==> src/rtl/uart_rx_param_pkg.sv <==
// uart_rx_param_pkg: receiver state encodings, parity modes and the majority helper.
package uart_rx_param_pkg;
    typedef enum logic [2:0] {
        ST_IDLE   = 3'd0,
        ST_START  = 3'd1,
        ST_DATA   = 3'd2,
        ST_PARITY = 3'd3,
        ST_STOP   = 3'd4,
        ST_BREAK  = 3'd5
    } state_e;
    localparam int PAR_NONE = 0;
    localparam int PAR_ODD  = 1;
    localparam int PAR_EVEN = 2;
    function automatic logic maj3(input logic a, input logic b, input logic c);
        return (a & b) | (a & c) | (b & c);
    endfunction
endpackage

==> src/rtl/uart_rx_param_sampler.sv <==
// uart_rx_param_sampler: 2-FF rx synchroniser and 3-tap majority vote.
module uart_rx_param_sampler import uart_rx_param_pkg::*; (
    input  logic clk_50Mhz,
    input  logic rst,
    input  logic rx_i,
    input  logic sample_i,
    output logic rxs_o,
    output logic maj_o
);
    logic [1:0] sync_q, sync_d, taps_q, taps_d;
    always_comb begin
        sync_d = {sync_q[0], rx_i};
        taps_d = sample_i ? {taps_q[0], sync_q[1]} : taps_q;
    end
    always_ff @(posedge clk_50Mhz or posedge rst) begin
        if (rst) begin
            sync_q <= 2'b11;
            taps_q <= 2'b00;
        end else begin
            sync_q <= sync_d;
            taps_q <= taps_d;
        end
    end
    // the third vote is the live sample taken on the decision tick itself
    assign rxs_o = sync_q[1];
    assign maj_o = maj3(taps_q[1], taps_q[0], sync_q[1]);
endmodule

==> src/rtl/uart_rx_param.sv <==
// uart_rx_param: oversampling UART receiver with parity, 1/2 stop bits,
// false-start rejection, break recovery and a valid/ready output stage.
module uart_rx_param import uart_rx_param_pkg::*; #(
    parameter int DBITS  = 8,
    parameter int OVS    = 16,
    parameter int PARITY = 0,
    parameter int SBITS  = 1
) (
    input  logic             clk_50Mhz,
    input  logic             rst,
    input  logic             tick,
    input  logic             rx,
    output logic [DBITS-1:0] data_out,
    output logic             valid,
    input  logic             ready_in,
    output logic             parity_err,
    output logic             frame_err,
    output logic             overrun,
    output logic             busy
);
    localparam int CW = $clog2(OVS);
    localparam int BW = $clog2(DBITS + 1);
    state_e state_q, state_d;
    logic [CW-1:0] cnt_q, cnt_d;
    logic [BW-1:0] idx_q, idx_d;
    logic [DBITS-1:0] sr_q, sr_d, data_q, data_d;
    logic pe_q, pe_d, fe_q, fe_d;
    logic valid_q, valid_d, perr_q, perr_d, ferr_q, ferr_d, ovr_q, ovr_d;
    logic rxs, maj, in_bit, last_cnt, mid_cnt, decide, sample, last_data, last_stop;
    logic fe_now, deliver, hs, load, go_data;
    assign in_bit    = state_q inside {ST_DATA, ST_PARITY, ST_STOP};
    assign last_cnt  = cnt_q == CW'(OVS - 1);
    assign mid_cnt   = cnt_q == CW'(OVS / 2 - 1);
    assign decide    = tick & in_bit & last_cnt;
    assign sample    = tick & in_bit & (cnt_q >= CW'(OVS - 3));
    assign last_data = idx_q == BW'(DBITS - 1);
    assign last_stop = idx_q == BW'(SBITS - 1);
    assign fe_now    = fe_q | ~maj;
    assign go_data   = tick & mid_cnt & (state_q == ST_START) & ~rxs;
    assign hs        = valid_q & ready_in;
    uart_rx_param_sampler u_sampler (
        .clk_50Mhz(clk_50Mhz),
        .rst      (rst),
        .rx_i     (rx),
        .sample_i (sample),
        .rxs_o    (rxs),
        .maj_o    (maj)
    );
    always_ff @(posedge clk_50Mhz or posedge rst) begin
        if (rst) state_q <= ST_IDLE;
        else     state_q <= state_d;
    end
    always_comb begin
        state_d = state_q;
        case (state_q)
            ST_IDLE:   state_d = rxs ? ST_IDLE : ST_START;
            ST_START:  if (tick && mid_cnt) state_d = rxs ? ST_IDLE : ST_DATA;
            ST_DATA:   if (decide && last_data) state_d = (PARITY != PAR_NONE) ? ST_PARITY : ST_STOP;
            ST_PARITY: if (decide) state_d = ST_STOP;
            ST_STOP:   if (decide && last_stop) state_d = (fe_now && !rxs) ? ST_BREAK : ST_IDLE;
            ST_BREAK:  state_d = rxs ? ST_IDLE : ST_BREAK;
            default:   state_d = ST_IDLE;
        endcase
    end
    always_comb begin
        busy    = state_q != ST_IDLE;
        deliver = decide & (state_q == ST_STOP) & last_stop;
    end
    always_comb begin
        cnt_d = (state_q == ST_IDLE || go_data) ? '0 :
                tick ? (last_cnt ? '0 : cnt_q + CW'(1)) : cnt_q;
        idx_d = (state_q == ST_IDLE || go_data) ? '0 :
                (decide && state_q == ST_DATA) ? (last_data ? '0 : idx_q + BW'(1)) :
                (decide && state_q == ST_STOP) ? (last_stop ? '0 : idx_q + BW'(1)) : idx_q;
        sr_d  = (decide && state_q == ST_DATA) ? {maj, sr_q[DBITS-1:1]} : sr_q;
        pe_d  = go_data ? 1'b0 :
                (decide && state_q == ST_PARITY) ? (^sr_q ^ maj ^ (PARITY == PAR_ODD)) : pe_q;
        fe_d  = go_data ? 1'b0 : (decide && state_q == ST_STOP) ? fe_now : fe_q;
    end
    // a word arriving while one is still held is dropped, not queued
    always_comb begin
        load    = deliver & (~valid_q | hs);
        data_d  = load ? sr_q : data_q;
        perr_d  = load ? pe_q : perr_q;
        ferr_d  = load ? fe_now : ferr_q;
        valid_d = load | (valid_q & ~hs);
        ovr_d   = (deliver & valid_q & ~hs) | (ovr_q & ~hs);
    end
    always_ff @(posedge clk_50Mhz or posedge rst) begin
        if (rst) begin
            cnt_q   <= '0;
            idx_q   <= '0;
            sr_q    <= '0;
            pe_q    <= 1'b0;
            fe_q    <= 1'b0;
            data_q  <= '0;
            perr_q  <= 1'b0;
            ferr_q  <= 1'b0;
            valid_q <= 1'b0;
            ovr_q   <= 1'b0;
        end else begin
            cnt_q   <= cnt_d;
            idx_q   <= idx_d;
            sr_q    <= sr_d;
            pe_q    <= pe_d;
            fe_q    <= fe_d;
            data_q  <= data_d;
            perr_q  <= perr_d;
            ferr_q  <= ferr_d;
            valid_q <= valid_d;
            ovr_q   <= ovr_d;
        end
    end
    assign data_out   = data_q;
    assign valid      = valid_q;
    assign parity_err = perr_q;
    assign frame_err  = ferr_q;
    assign overrun    = ovr_q;
endmodule

==> config.mk <==
export PLATFORM = sky130hd
export DESIGN_NAME = uart_rx_param
export DESIGN_NICKNAME = d
export VERILOG_FILES = /design/src/rtl/uart_rx_param_pkg.sv /design/src/rtl/uart_rx_param_sampler.sv /design/src/rtl/uart_rx_param.sv
export SDC_FILE = /design/constraint.sdc
export NUM_CORES = 1
export LEC_CHECK = 0
export ABC_CLOCK_PERIOD_IN_PS = 4100
export BUFFER_PORTS_ARGS = -buffer_cell sky130_fd_sc_hd__buf_2
export CORE_MARGIN = 1.5
export CORE_UTILIZATION = 65
export CTS_BUF_LIST = sky130_fd_sc_hd__clkbuf_4 sky130_fd_sc_hd__clkbuf_8
export CTS_CLUSTER_SIZE = 28
export DETAILED_ROUTE_END_ITERATION = 8
export GPL_TIMING_DRIVEN = 0
export PLACE_DENSITY = 0.95
export SETUP_SLACK_MARGIN = 0.05
export SLEW_MARGIN = 40
export SYNTH_ARGS = -nofsm -noshare
export SYNTH_HDL_FRONTEND = slang
export SYNTH_SLANG_ARGS = --single-unit
==> constraint.sdc <==
create_clock -name clk_50Mhz -period 4.1 [get_ports clk_50Mhz]
set_clock_uncertainty 0.15 [all_clocks]
set_input_delay 0.41 -clock clk_50Mhz [delete_from_list [all_inputs] [get_ports clk_50Mhz]]
set_output_delay 0.41 -clock clk_50Mhz [all_outputs]
set_load 0.005 [all_outputs]
==> flow_summary.json <==
{
  "outcome": "finished, violations left",
  "violations": "negative hold slack",
  "synth_top_family_by_area": "simple AND/OR/NAND/NOR gates",
  "vias": 1404,
  "hpwl_mm": 2.735,
  "rsz0062_at_grt": "false",
  "rows": 19,
  "met3_usage_pct": 7.937,
  "cts-buffers-inserted": 5,
  "netlist_area_um2": 1926,
  "io_buffer_count": 16,
  "drcViolationCount": 0,
  "synth_top_flop_cell": "dfrtp_1",
  "die_w_um": 57.43,
  "worst_pin_slew_ps": 618.7,
  "setup_viol": 0,
  "drtAntennaViolNets": 0,
  "tritoncts": "yes",
  "final_hold_viol_count": 35,
  "synth_xor_area_share_pct": 4.353,
  "avgSynthCellArea_um2": 11.53,
  "antenna_cells": 0,
  "floorplan.die_area_um2": 3298,
  "fin_setup_tns_ps": 0,
  "grt_pass1_vias": 1448,
  "synth_area_leaders": "dfrtp_1 45%, mux2_2 13%, ha_1 3.2%",
  "met1_usage_pct": 33.18,
  "fmax_mhz": 411.6,
  "antenna_found_initial": 0,
  "ff2ff_setup_slack_ps": 1670,
  "start_util_pct": 69.23,
  "dr.first_iter.drc_count": 46,
  "pwr_density_cell_nw_per_um2": 347.4,
  "via_per_inst": 6.296,
  "fin_crit_ps": 2429,
  "final_nets": 201,
  "power.leakage_nw": 1.024,
  "h-tree-depth": 2,
  "cts_hold_buf": 1,
  "ys_seq_area_share_pct": 48.21,
  "grt_max_degree": 38,
  "chipHeight_um": 57.43,
  "met2_usage_pct": 43.99,
  "grt_pass1_wl_mm": 6.686,
  "hold_slack_ps": -48.92,
  "yosys.area.top_type": "dfrtp_1",
  "vdd_drop_max_mv": 0.4142,
  "maxCapViolCount": 0,
  "io_pins": 18,
  "syn_inst": 167,
  "synth_edf_count": 0,
  "clk_latency_ps": 360,
  "hold_path_class": "input pin to asynchronous set/reset pin",
  "critPathLaunchType": "flip-flop",
  "cts-root-buf": "clkbuf_4",
  "area_delta_synth_final_pct": 9.616,
  "finalCritPeriodShare_pct": 59.25,
  "cts_setup_buffers": 0,
  "worstSetupPathType": "flip-flop to flip-flop",
  "syn-num-nets": 177,
  "synth_fa_ha_area_share_pct": 4.288,
  "clk_path_buf_depth": 2,
  "async_flop_share_pct": 100.0,
  "drive_gt1_share_pct": 33.33,
  "overflow": 0,
  "synth-compound-area-share_pct": 9.877,
  "cts.sinks": 37,
  "wl_per_cell_um": 18.09,
  "dr.pass1.iters": 4,
  "synth_seq_cells": 37,
  "cp.arrival_ps": 2510,
  "yosysTopAreaCellShare_pct": 45.48,
  "clk_pin_slew_worst_paths_ps": 130,
  "critPathMaxFanout": 7,
  "required_ps": 4180,
  "grt_usage_pct": 27.18,
  "cts-resized-gates": 0,
  "yosysUniqueCellTypes": 47,
  "synthMuxAreaShare_pct": 13.39,
  "end_kind": "flip-flop",
  "grt.busiest_layer": "met2",
  "ys_warn_count": 0,
  "power_mw": 0.7334,
  "synthSimpleGateAreaFrac_pct": 15.20,
  "slew_headroom_pct": 58.71,
  "wirelength_mm": 4.033,
  "core_area_um2": 2781,
  "globalplace.congestion": 0.8715,
  "drv_slew": 0
}
==> power breakdown <==
| part | switching (mW) | total [mW] | leakage, nW | internal, mW |
|---|---|---|---|---|
| sequential | 0.0160 | 0.401 | 0.507 | 0.385 |
| combinational | 0.0777 | 0.138 | 0.482 | 0.0606 |
| clock | 0.122 | 0.194 | 0.0354 | 0.0720 |
| total | 0.216 | 0.733 | 1.02 | 0.518 |
==> layout make-up <==
class / instances / area [um2]
timing repair buffer: 17 / 90.09
clock inverter: 2 / 10.01
tap: 31 / 38.79
multi-input combinational: 114 / 907.1
fill: 167 / 670.6
inverter: 8 / 31.28
sequential: 37 / 928.4
buffer: 8 / 60.06
clock buffer: 6 / 45.04
==> worst max-delay path, stage by stage, from the launching register on <==
cell and delay (ps):
dfrtp_1 420, ha_1 320, nand3_2 120, or3_2 480, a211oi_1 560, nand2b_1 180, o21ai_0 70
==> cells in the mapped netlist (3+ instances only) <==
cell      instances
buf_4             4
nand3_1           3
dfrtp_1          35
nand2_1           9
inv_1             8
xnor2_1           7
ha_1              5
nor2b_1           4
a21oi_1           6
nor2_1            4
o21ai_0           9
mux2_2           22
nand2b_1          4
==> state kept, by name, summed over array words and instances, names as in the netlist <==
name and count:
data_out 8, sr_q 8, cnt_q 4, idx_q 4, state_q 3, u_sampler.sync_q 2
u_sampler.taps_q 2, fe_q 1, frame_err 1, overrun 1, parity_err 1, pe_q 1
valid 1
==> per-stage QoR <==
step / cells / utilization [%] / setup slack, ps / instance area [um2] / hold slack (ps)
floorplan: 167 / - / 2043 / 1926 / 195.2
finish: 223 / 75.89 / 1671 / 2111 / -48.92
detailed placement: 214 / 73.50 / 1738 / 2044 / 201.7
CTS: 223 / 75.84 / 1714 / 2110 / 38.20
global route: 223 / 75.89 / 1590 / 2111 / 6.677
global placement: 214 / 73.50 / 1913 / 2044 / 196.6
==> worst paths after layout <==
check                      cells after the start             endpoint           startpoint
hold reg to reg                                0  u_sampler.sync_q[1]  u_sampler.sync_q[0]
max in group asynchronous                      2          data_out[5]                  rst
hold / removal                                 2             cnt_q[1]                  rst
setup / recovery                               6             idx_q[1]             cnt_q[1]
min in group clk_50Mhz                         2              overrun             ready_in
setup reg to reg                               6             idx_q[1]             cnt_q[1]
==> logic make-up (layout without fill, tap and decap cells) <==
group | after synthesis | after routing
xor+xnor | 8 | 8
simple gates | 46 | 46
flops | 37 | 37
buf+inv | 16 | 41
mux | 23 | 23
fa+ha+maj | 7 | 7
compound gates | 30 | 30
==> layer usage <==
metal | wire length [um] | up-vias
met5 | 0 | -
met4 | 114 | 0
met3 | 286 | 13
met2 | 2024 | 69
met1 | 1608 | 686
li1 | - | 636
==> cell usage in the layout (no fill, tap or decap), drive strengths merged, types with 2 or more instances in the layout <==
| master | instances |
|---|---|
| nand4b | 2 |
| inv | 7 |
| a21oi | 6 |
| nand2b | 5 |
| or3b | 2 |
| maj3 | 2 |
| a211oi | 2 |
| nor3 | 2 |
| nor2b | 4 |
| clkbuf | 8 |
| buf | 22 |
| nand2 | 10 |
| o31ai | 2 |
| xnor2 | 7 |
| nand3 | 4 |
| mux2 | 22 |
| dfstp | 2 |
| or4 | 2 |
| a21o | 2 |
| a31oi | 2 |
| and2 | 2 |
| o21a | 2 |
| or3 | 3 |
| nor2 | 4 |
| ha | 5 |
| o21ai | 9 |
| dfrtp | 35 |
| clkinv | 3 |
Note: power is estimated with default switching activity, not from simulation.
